## config.mk

```make
export PLATFORM = sky130hd
export DESIGN_NAME = spi_slave
export DESIGN_NICKNAME = d
export VERILOG_FILES = /design/src/rtl/spi_ram_pkg.sv /design/src/rtl/spi_sync_edge.sv /design/src/rtl/spi_slave.sv
export SDC_FILE = /design/constraint.sdc
export NUM_CORES = 1
export LEC_CHECK = 0
export BUFFER_PORTS_ARGS = -buffer_cell sky130_fd_sc_hd__buf_2
export CORE_MARGIN = 1
export CORE_UTILIZATION = 25
export CTS_BUF_LIST = sky130_fd_sc_hd__clkbuf_2
export DETAILED_ROUTE_END_ITERATION = 8
export SYNTH_ARGS = -nofsm -noshare
export SYNTH_HDL_FRONTEND = slang
export SYNTH_HIERARCHICAL = 1
export SYNTH_SLANG_ARGS = --single-unit
```

## constraint.sdc

```tcl
create_clock -name clk -period 2.3 [get_ports clk]
set_input_delay 0.115 -clock clk [delete_from_list [all_inputs] [get_ports clk]]
set_output_delay 0.115 -clock clk [all_outputs]
set_load 0.03 [all_outputs]
```

## src/rtl/spi_ram_pkg.sv

```systemverilog
// spi_ram_pkg: shared state encoding, RAM opcodes and widths for the SPI-to-RAM path
package spi_ram_pkg;
    localparam int WORD_W = 10;
    localparam int DATA_W = 8;
    localparam logic [1:0] OP_WR_ADDR = 2'b00;
    localparam logic [1:0] OP_WR_DATA = 2'b01;
    localparam logic [1:0] OP_RD_ADDR = 2'b10;
    localparam logic [1:0] OP_RD_DATA = 2'b11;
    typedef enum logic [2:0] {IDLE, CHK_CMD, WRITE, READ_ADD, READ_DATA} state_t;
endpackage

```

## src/rtl/spi_sync_edge.sv

```systemverilog
// spi_sync_edge: synchronises the SPI pins into clk and flags sclk edges
module spi_sync_edge #(
    parameter int SYNC_STAGES = 2
) (
    input  logic clk,
    input  logic rst_n,
    input  logic sclk_i,
    input  logic ss_n_i,
    input  logic mosi_i,
    output logic sclk_rise_o,
    output logic sclk_fall_o,
    output logic ss_n_s_o,
    output logic mosi_s_o
);
    logic [SYNC_STAGES-1:0] sclk_q, ss_n_q, mosi_q;
    logic sclk_prev_q;

    // synchroniser chains; ss_n resets to the deselected level
    always_ff @(posedge clk) begin
        if (!rst_n) begin
            sclk_q      <= '0;
            ss_n_q      <= '1;
            mosi_q      <= '0;
            sclk_prev_q <= 1'b0;
        end else begin
            sclk_q      <= {sclk_q[SYNC_STAGES-2:0], sclk_i};
            ss_n_q      <= {ss_n_q[SYNC_STAGES-2:0], ss_n_i};
            mosi_q      <= {mosi_q[SYNC_STAGES-2:0], mosi_i};
            sclk_prev_q <= sclk_q[SYNC_STAGES-1];
        end
    end

    assign sclk_rise_o = sclk_q[SYNC_STAGES-1] & ~sclk_prev_q;
    assign sclk_fall_o = ~sclk_q[SYNC_STAGES-1] & sclk_prev_q;
    assign ss_n_s_o    = ss_n_q[SYNC_STAGES-1];
    assign mosi_s_o    = mosi_q[SYNC_STAGES-1];
endmodule

```

## src/rtl/spi_slave.sv

```systemverilog
// spi_slave: SPI mode-0 slave turning master frames into RAM command words and returning read bytes
module spi_slave #(
    parameter int SYNC_STAGES = 2,
    parameter int WORD_W      = spi_ram_pkg::WORD_W,
    parameter int DATA_W      = spi_ram_pkg::DATA_W
) (
    input  logic              clk,
    input  logic              rst_n,
    input  logic              sclk,
    input  logic              ss_n,
    input  logic              mosi,
    output logic              miso,
    output logic [WORD_W-1:0] rx_data,
    output logic              rx_valid,
    input  logic [DATA_W-1:0] tx_data,
    input  logic              tx_valid
);
    import spi_ram_pkg::*;

    localparam int CW = $clog2(WORD_W + 1);
    localparam int TW = $clog2(DATA_W + 2);

    state_t state_q, state_d;
    logic sclk_rise, sclk_fall, ss_n_s, mosi_s;
    logic [CW-1:0] cnt_q;
    logic [WORD_W-2:0] sh_q;
    logic [WORD_W-1:0] rx_data_q;
    logic rx_valid_q, rd_seen_q, tx_ld_q, miso_q, tx_phase;
    logic [DATA_W-1:0] tx_sh_q;
    logic [TW-1:0] txn_q;

    spi_sync_edge #(.SYNC_STAGES(SYNC_STAGES)) u_sync (
        .clk        (clk),
        .rst_n      (rst_n),
        .sclk_i     (sclk),
        .ss_n_i     (ss_n),
        .mosi_i     (mosi),
        .sclk_rise_o(sclk_rise),
        .sclk_fall_o(sclk_fall),
        .ss_n_s_o   (ss_n_s),
        .mosi_s_o   (mosi_s)
    );

    // the byte goes out only once the read-data word itself is complete
    assign tx_phase = (state_q == READ_DATA) && (cnt_q == CW'(WORD_W));

    // state register
    always_ff @(posedge clk) begin
        if (!rst_n) state_q <= IDLE;
        else        state_q <= state_d;
    end

    // next state: the command's top bit picks the path, deselect always returns to IDLE
    always_comb begin
        state_d = state_q;
        unique case (state_q)
            IDLE:    if (!ss_n_s) state_d = CHK_CMD;
            CHK_CMD: if (sclk_rise) state_d = (mosi_s != OP_RD_ADDR[1]) ? WRITE : rd_seen_q ? READ_DATA : READ_ADD;
            default: ;
        endcase
        if (state_q != IDLE && ss_n_s) state_d = IDLE;
    end

    // receive shifter, word strobe, read-address tracking and transmit shifter
    always_ff @(posedge clk) begin
        if (!rst_n) begin
            cnt_q      <= '0;
            sh_q       <= '0;
            rx_data_q  <= '0;
            rx_valid_q <= 1'b0;
            rd_seen_q  <= 1'b0;
            tx_sh_q    <= '0;
            tx_ld_q    <= 1'b0;
            txn_q      <= '0;
            miso_q     <= 1'b0;
        end else begin
            rx_valid_q <= 1'b0;
            if (state_q == IDLE || state_d == IDLE) begin
                cnt_q   <= '0;
                txn_q   <= '0;
                tx_ld_q <= 1'b0;
                tx_sh_q <= '0;
                miso_q  <= 1'b0;
                if (tx_phase) rd_seen_q <= 1'b0;
            end else begin
                if (sclk_rise && cnt_q < CW'(WORD_W)) begin
                    sh_q  <= {sh_q[WORD_W-3:0], mosi_s};
                    cnt_q <= cnt_q + 1'b1;
                    if (cnt_q == CW'(WORD_W - 1)) begin
                        rx_data_q  <= {sh_q, mosi_s};
                        rx_valid_q <= 1'b1;
                        if (state_q == READ_ADD) rd_seen_q <= 1'b1;
                    end
                end
                if (tx_phase) begin
                    if (!rx_valid_q && !tx_ld_q && txn_q == '0 && tx_valid) begin
                        tx_sh_q <= tx_data;
                        tx_ld_q <= 1'b1;
                    end
                    if (sclk_fall && txn_q < TW'(DATA_W)) begin
                        miso_q  <= tx_sh_q[DATA_W-1];
                        tx_sh_q <= {tx_sh_q[DATA_W-2:0], 1'b0};
                        txn_q   <= txn_q + 1'b1;
                    end else if (sclk_fall && txn_q == TW'(DATA_W)) begin
                        miso_q    <= 1'b0;
                        rd_seen_q <= 1'b0;
                        txn_q     <= txn_q + 1'b1;
                    end
                end
            end
        end
    end

    assign miso     = miso_q;
    assign rx_data  = rx_data_q;
    assign rx_valid = rx_valid_q;
endmodule

```

==> results.json, run 1 <==
{
  "ys_seq_area_frac": 0.491,
  "area_delta_synth_final_pct": 19.7,
  "crit_type": "register to register",
  "ios": 26,
  "vias": 1548,
  "ant_nets": 0,
  "dp_slack_ns": 0.356,
  "place.gp.congestion": 0.813,
  "clk_latency_ns": 0.40,
  "cts_tree": "done",
  "avgViaCountPerCell": 4.41,
  "fin_crit_sh": 0.854,
  "holdPathStages": 3,
  "fillers": 817,
  "grt_antenna_before_repair": 0,
  "drc": 0,
  "syn_avg_cell_area_sq_um": 9.51,
  "cts_hold_buf": 10,
  "worstPathMaxFanout": 8,
  "drive_gt1_frac": 0.153,
  "critPathArrivalTime_ns": 2.27,
  "first_iter_violations": 71,
  "die-area_sq_um": 8350,
  "die_x_um": 91.4,
  "yosysTopAreaCellShare": 0.491,
  "status": "complete, no violations",
  "multi_input_area_sq_um": 950,
  "htree_num_levels": 2,
  "diodes": 0,
  "hold_path.class": "primary input to register",
  "numCtsBuffers": 5,
  "place_hpwl_mm": 2.64,
  "yosys.area.top_type": "dfxtp_1",
  "dpl-instance-area_sq_um": 2250,
  "regArea_sq_um": 981,
  "synth_enable_flop_cells": 0,
  "synth-seq-cells": 49,
  "max_cap_viol_count": 0,
  "min_period_ns": 1.97,
  "first_pass_iters": 5,
  "cp-end-kind": "register",
  "tns_ns": 0,
  "port_buffers": 25,
  "syn_nets": 229,
  "skew_ns": 0.0152,
  "ctsResizeCount": 0,
  "power_uw": 1260,
  "cts_root_buf": "clkbuf_2",
  "dieHeight_um": 91.4,
  "slew_headroom": 0.570,
  "netlist_area_sq_um": 2000,
  "r2r_cells": 5,
  "critPathRequiredTime_ns": 2.60,
  "grt_pass1_vias": 1399,
  "fmax_ghz": 0.509,
  "power_density_nw_per_um2": 528,
  "final_area_sq_um": 2390,
  "rsz0062_at_grt": "no",
  "coreArea_sq_um": 7730,
  "core.rowCount": 32,
  "final-setup-viol-count": 0,
  "initial_core_util": 0.258,
  "wire_per_inst_um": 10.7,
  "grt_max_degree": 23,
  "hold_viol_final": 0,
  "maxSlewViolCount": 0,
  "cts_buffer_depth": 2,
  "synthTopCellsByArea": "dfxtp_1 49%, mux2i_1 13%, nor2_1 6.0%",
  "async_reset_ff_frac": 0,
  "synthFlopType": "dfxtp_1",
  "overflow": 0,
  "nNetsFinal": 267,
  "ir_drop_mv": 0.170,
  "clkSinkCount": 49,
  "yosysWarnings": 6,
  "yosysUniqueCellTypes": 32,
  "drt-total-wl_mm": 3.77,
  "tightest_slew_ns": 0.642,
  "post_cts_buffers": 0,
  "worstSetupStartpointType": "register",
  "syn-instance-count": 210,
  "final.setup.worst_slack_ns": 0.335,
  "clkTransAtPathRegs_ns": 0.23,
  "track_usage": 0.0944,
  "power_leakage_uw": 0.00107,
  "grt_pass1_wl_mm": 6.30
}
[sequential cells by signal, summed over array words and instances (netlist names)]
name / count
sh_q: 9
u_sync/sclk_q: 2
tx_sh_q: 8
u_sync/ss_n_q: 2
u_sync/sclk_prev_q: 1
u_sync/mosi_q: 2
cnt_q: 4
rx_valid: 1
txn_q: 4
rd_seen_q: 1
rx_data: 10
miso: 1
tx_ld_q: 1
state_q: 3
[where the power goes]
part	total (uW)	internal, uW	switching, uW
sequential	861	857	4.08
clock	341	84.1	257
combinational	60.9	32.9	27.9
total	1260	974	289
[path summary, 6_finish.rpt]
path	startpoint	to	slack, ns
worst min-delay path	tx_data[7]	tx_sh_q[7]	0.04
worst min register to register	u_sync/ss_n_q[0]	u_sync/ss_n_q[1]	0.44
worst max-delay path	cnt_q[1]	tx_sh_q[7]	0.33
worst max register to register	cnt_q[1]	tx_sh_q[7]	0.33
[cells in the final DEF, fill, tap and decap left out, types with 2 or more instances in the layout]
cell type	instances
buf_4	4
clkbuf_2	7
o21ai_0	7
nand3_1	2
nor2b_1	4
inv_1	9
mux2i_1	26
dlygate4sd3_1	10
a41oi_1	3
nand4b_1	2
a211o_1	2
or3_1	2
nand4_1	2
buf_2	25
dfxtp_1	49
ha_1	5
a31oi_1	2
nand2_1	7
a211oi_1	9
and2_1	6
nor3_1	3
xnor2_1	2
nor2_1	32
a21oi_1	13
nand2b_1	6
[Yosys cell counts, drive strengths merged (2+ instances only)]
| cell type | instances |
|---|---|
| nor2b | 4 |
| a21oi | 13 |
| and2 | 6 |
| dfxtp | 49 |
| buf | 2 |
| nand2 | 7 |
| xnor2 | 2 |
| nand3 | 2 |
| nand4b | 2 |
| ha | 5 |
| or3 | 2 |
| a31oi | 2 |
| a41oi | 3 |
| inv | 9 |
| nand4 | 2 |
| a211o | 2 |
| o21ai | 7 |
| nand2b | 6 |
| nor2 | 32 |
| clkbuf | 6 |
| nor3 | 3 |
| mux2i | 26 |
| a211oi | 9 |
[layer usage]
layer / global-route usage / wire length (um) / vias up
met4: 0.0278 / 42 / 0
met5: 0 / 0 / -
met2: 0.151 / 1640 / 26
met3: 0.0335 / 186 / 5
met1: 0.119 / 1900 / 703
li1: - / - / 814
[layout make-up]
cell class | instances | share of cell area
flip-flops and latches | 49 | 0.410
clock buffers | 7 | 0.0147
well taps | 102 | 0.0534
multi-input cells | 144 | 0.397
clock inverters | 1 | 0.00314
inverters | 9 | 0.0141
repair buffers | 39 | 0.107
[cells by family (layout without fill, tap and decap cells)]
| group | count (synthesis) | in the layout | synth area share |
|---|---|---|---|
| muxes | 26 | 26 | 0.130 |
| DFF | 49 | 49 | 0.491 |
| and+or+nand+nor | 71 | 71 | 0.177 |
| adders and majority gates | 5 | 5 | 0.0313 |
| xor gates and xnor gates | 2 | 2 | 0.00877 |
| AOI/OAI and AO/OA | 40 | 40 | 0.128 |
| buffers and inverters | 17 | 56 | 0.0332 |
[worst max-delay path: stages, from the launching register on]
cell      delay [ns]
dfxtp_1         0.49
ha_1            0.19
nand4b_1        0.20
or3_1           0.40
nor2_1          0.44
a211oi_1        0.15
[stage by stage]
step / hold WS [ns] / std cells / utilization
finish: 0.0436 / 351 / 0.309
global route: 0.00287 / 351 / 0.309
CTS: 0.0142 / 351 / 0.309
detailed placement: 0.298 / 333 / 0.291
global placement: 0.299 / 333 / 0.291
floorplan: 0.188 / 210 / -
(Power assumes the default switching activity.)
==> inputs of run 2 (changes only) <==
--- a/config.mk
+++ b/config.mk
@@ -5,6 +5,7 @@
 export SDC_FILE = /design/constraint.sdc
 export NUM_CORES = 1
 export LEC_CHECK = 0
+export ABC_AREA = 1
 export BUFFER_PORTS_ARGS = -buffer_cell sky130_fd_sc_hd__buf_2
 export CORE_MARGIN = 1
 export CORE_UTILIZATION = 25
==> run 2 against run 1 <==
  * Via count grew 24%
  * Non-clock buffer count shrank 2
  * Die area grew 13%
  * Maximum frequency grew 16%
  * Clock power grew 40%
  * Flip-flop and latch count is the same
  * Global-route usage grew 0.92 points
  * Critical path depth grew 2
  * Synthesized area grew 13%
  * Utilization shrank 0.81 points
  * Sequential share of layout area shrank 3.7 points
  * Combinational power grew 23%
  * Critical endpoint is now rx_data[3]
  * Largest power group unchanged
  * Highest routed layer unchanged
==> results.json, run 2 <==
{
  "core.rowCount": 34,
  "cts_root_buf": "clkbuf_2",
  "power_density_nw_per_um2": 538,
  "final_cell_mix": "72 x nand2_1, 49 x dfxtp_1, 34 x inv_1, 28 x nor2_1",
  "critPathArrivalTime_ns": 2.07,
  "cp_common_cell": "nand2_1",
  "vias": 1927,
  "overflow": 0,
  "clkTransAtPathRegs_ns": 0.27,
  "fin_util": 0.301,
  "htree_num_levels": 2,
  "skew_ns": 0.0323,
  "r2r-start": "u_sync/sclk_q[1]",
  "final_area_sq_um": 2630,
  "r2r-end": "rx_data[3]",
  "synth-seq-cells": 49,
  "clk_latency_ns": 0.43,
  "slew_headroom": 0.780,
  "syn_avg_cell_area_sq_um": 7.58,
  "maxSlewViolCount": 0,
  "yosysTopAreaCellShare": 0.434,
  "netlist_area_sq_um": 2260,
  "track_usage": 0.104,
  "place.gp.congestion": 0.743,
  "r2r_cells": 7,
  "synthFlopType": "dfxtp_1",
  "final_cells": 442,
  "synth_top_family_by_area": "simple AND/OR/NAND/NOR gates",
  "min_period_ns": 1.70,
  "syn-instance-count": 298,
  "cp-end-kind": "register",
  "dpl-instance-area_sq_um": 2450,
  "clkSinkCount": 49,
  "power_uw": 1410,
  "max_stage_delay_ns": 0.41,
  "cts_tree": "done",
  "yosysWarnings": 6,
  "grt_max_degree": 28,
  "grt_antenna_before_repair": 0,
  "grt_pass1_vias": 1848,
  "rsz0062_at_grt": "no",
  "initial_core_util": 0.259,
  "grt_pass1_wl_mm": 8.05,
  "drt-met1-wl_mm": 2.34,
  "synthXorXnorAreaFrac": 0.00776,
  "hold_viol_final": 0,
  "critPathRequiredTime_ns": 2.67,
  "final-setup-viol-count": 0,
  "fmax_ghz": 0.589,
  "worstSetupStartpointType": "register",
  "crit_type": "register to register",
  "avgViaCountPerCell": 4.36,
  "synth_top_cells_by_count": "72 x nand2_1, 49 x dfxtp_1, 34 x inv_1",
  "yosysUniqueCellTypes": 28,
  "synth_compound_area_frac": 0.114,
  "top_layer_used": "met4",
  "dieHeight_um": 97.0,
  "muxShareOfSynthArea": 0,
  "synthAdderAreaFrac": 0.0277,
  "dp_cells": 423,
  "syn_nets": 317,
  "cp_cell_sequence": "inv_1 -> nor2_1 -> nand2_2 -> nor2_8 -> nand2_1 -> nand3_1 -> nand2_1",
  "final_common_cell": "nand2_1",
  "post_cts_buffers": 0,
  "diodes": 0,
  "status": "complete, no violations",
  "place_hpwl_mm": 3.14,
  "crit_path_top_delay_cell": "dfxtp_1",
  "ir_drop_mv": 0.203,
  "drive_gt1_frac": 0.177,
  "dr_wl_met3_um": 161,
  "coreArea_sq_um": 8720,
  "area_delta_synth_final_pct": 16.3,
  "tns_ns": 0,
  "regToRegSetupSlack_ns": 0.60,
  "drt-total-wl_mm": 4.62,
  "holdPathStages": 5,
  "ys_seq_area_frac": 0.434,
  "die-area_sq_um": 9420,
  "worstPathMaxFanout": 27,
  "drc": 0,
  "largest_reg_flops": 10,
  "wl_met2_mm": 2.06,
  "async_reset_ff_frac": 0,
  "fin_crit_sh": 0.738,
  "yosys.area.top_type": "dfxtp_1",
  "tightest_slew_ns": 0.328,
  "numCtsBuffers": 5,
  "first_pass_iters": 4,
  "ant_nets": 0,
  "fillers": 933,
  "hp-start": "tx_valid",
  "hold_path.class": "primary input to register",
  "first_iter_violations": 100,
  "port_buffers": 25,
  "synth_most_common_cell": "nand2_1",
  "die_x_um": 97.0,
  "synth_enable_flop_cells": 0,
  "synthTopCellsByArea": "dfxtp_1 43%, nand2_1 12%, inv_1 5.7%",
  "nNetsFinal": 352,
  "cts_buffer_depth": 2,
  "synthSimpleGateAreaFrac": 0.316,
  "wire_per_inst_um": 10.4,
  "ios": 26,
  "max_cap_viol_count": 0,
  "power_leakage_uw": 0.00114,
  "min_to": "tx_ld_q"
}
==> run 2: worst max-delay path, delay by kind of cell, from the launching register on <==
family / cells / cell delay (ns)
buffers and inverters: 1 / 0.05
DFF: 1 / 0.41
and+or+nand+nor: 6 / 1.20
==> run 2: routing by layer <==
layer | vias to the layer above | GRT usage
met3 | 6 | 0.0231
met1 | 866 | 0.132
li1 | 1020 | -
met2 | 35 | 0.171
met4 | 0 | 0.0379
met5 | - | 0
==> run 2: final cells by class <==
type | count | area, sq um | area share
Clock buffer | 5 | 25.0 | 0.00953
Clock inverter | 3 | 43.8 | 0.0167
Inverter | 38 | 148 | 0.0562
Multi-Input combinational cell | 202 | 1050 | 0.400
Sequential cell | 49 | 981 | 0.374
Tap cell | 108 | 135 | 0.0515
Timing Repair Buffer | 37 | 243 | 0.0924
==> run 2: how the worst max path moves through the flow <==
stage / endpoint / slack (ns) / cells after the start / start
detailed placement: rx_data[3] / 0.59 / 7 / u_sync/sclk_q[1]
global route: rx_valid / 0.37 / 6 / u_sync/sclk_q[1]
CTS: rx_data[3] / 0.57 / 7 / u_sync/sclk_q[1]
floorplan: tx_sh_q[2] / 1.03 / 9 / txn_q[0]
global placement: rx_data[1] / 0.71 / 7 / u_sync/sclk_q[1]
finish: rx_data[3] / 0.60 / 7 / u_sync/sclk_q[1]
==> run 2: logic make-up after synthesis <==
| family | count (synthesis) |
|---|---|
| fa+ha+maj | 5 |
| simple gates | 152 |
| buf+inv | 47 |
| compound gates | 43 |
| xor+xnor | 2 |
| flops | 49 |
==> run 2: repair_timing <==
| action | CTS | global route |
|---|---|---|
| hold endpoints to repair | 8 | 2 |
| resized for setup | 0 | 0 |
| hold buffers | 9 | 2 |
==> run 2: where the power goes <==
| group | total, uW | internal, uW | switching [uW] | leakage (uW) |
|---|---|---|---|---|
| combinational | 75.2 | 33.6 | 41.6 | 0.000699 |
| sequential | 862 | 858 | 3.21 | 0.000396 |
| clock | 476 | 186 | 290 | 0.0000433 |
| total | 1410 | 1080 | 334 | 0.00114 |
==> run 2: through the flow <==
stage	setup WS, ns	hold slack (ns)
6_report	0.602	0.0281
2_1_floorplan	1.03	0.184
3_5_place_dp	0.592	0.294
4_1_cts	0.574	0.000655
3_3_place_gp	0.714	0.296
5_1_grt	0.367	0.00249
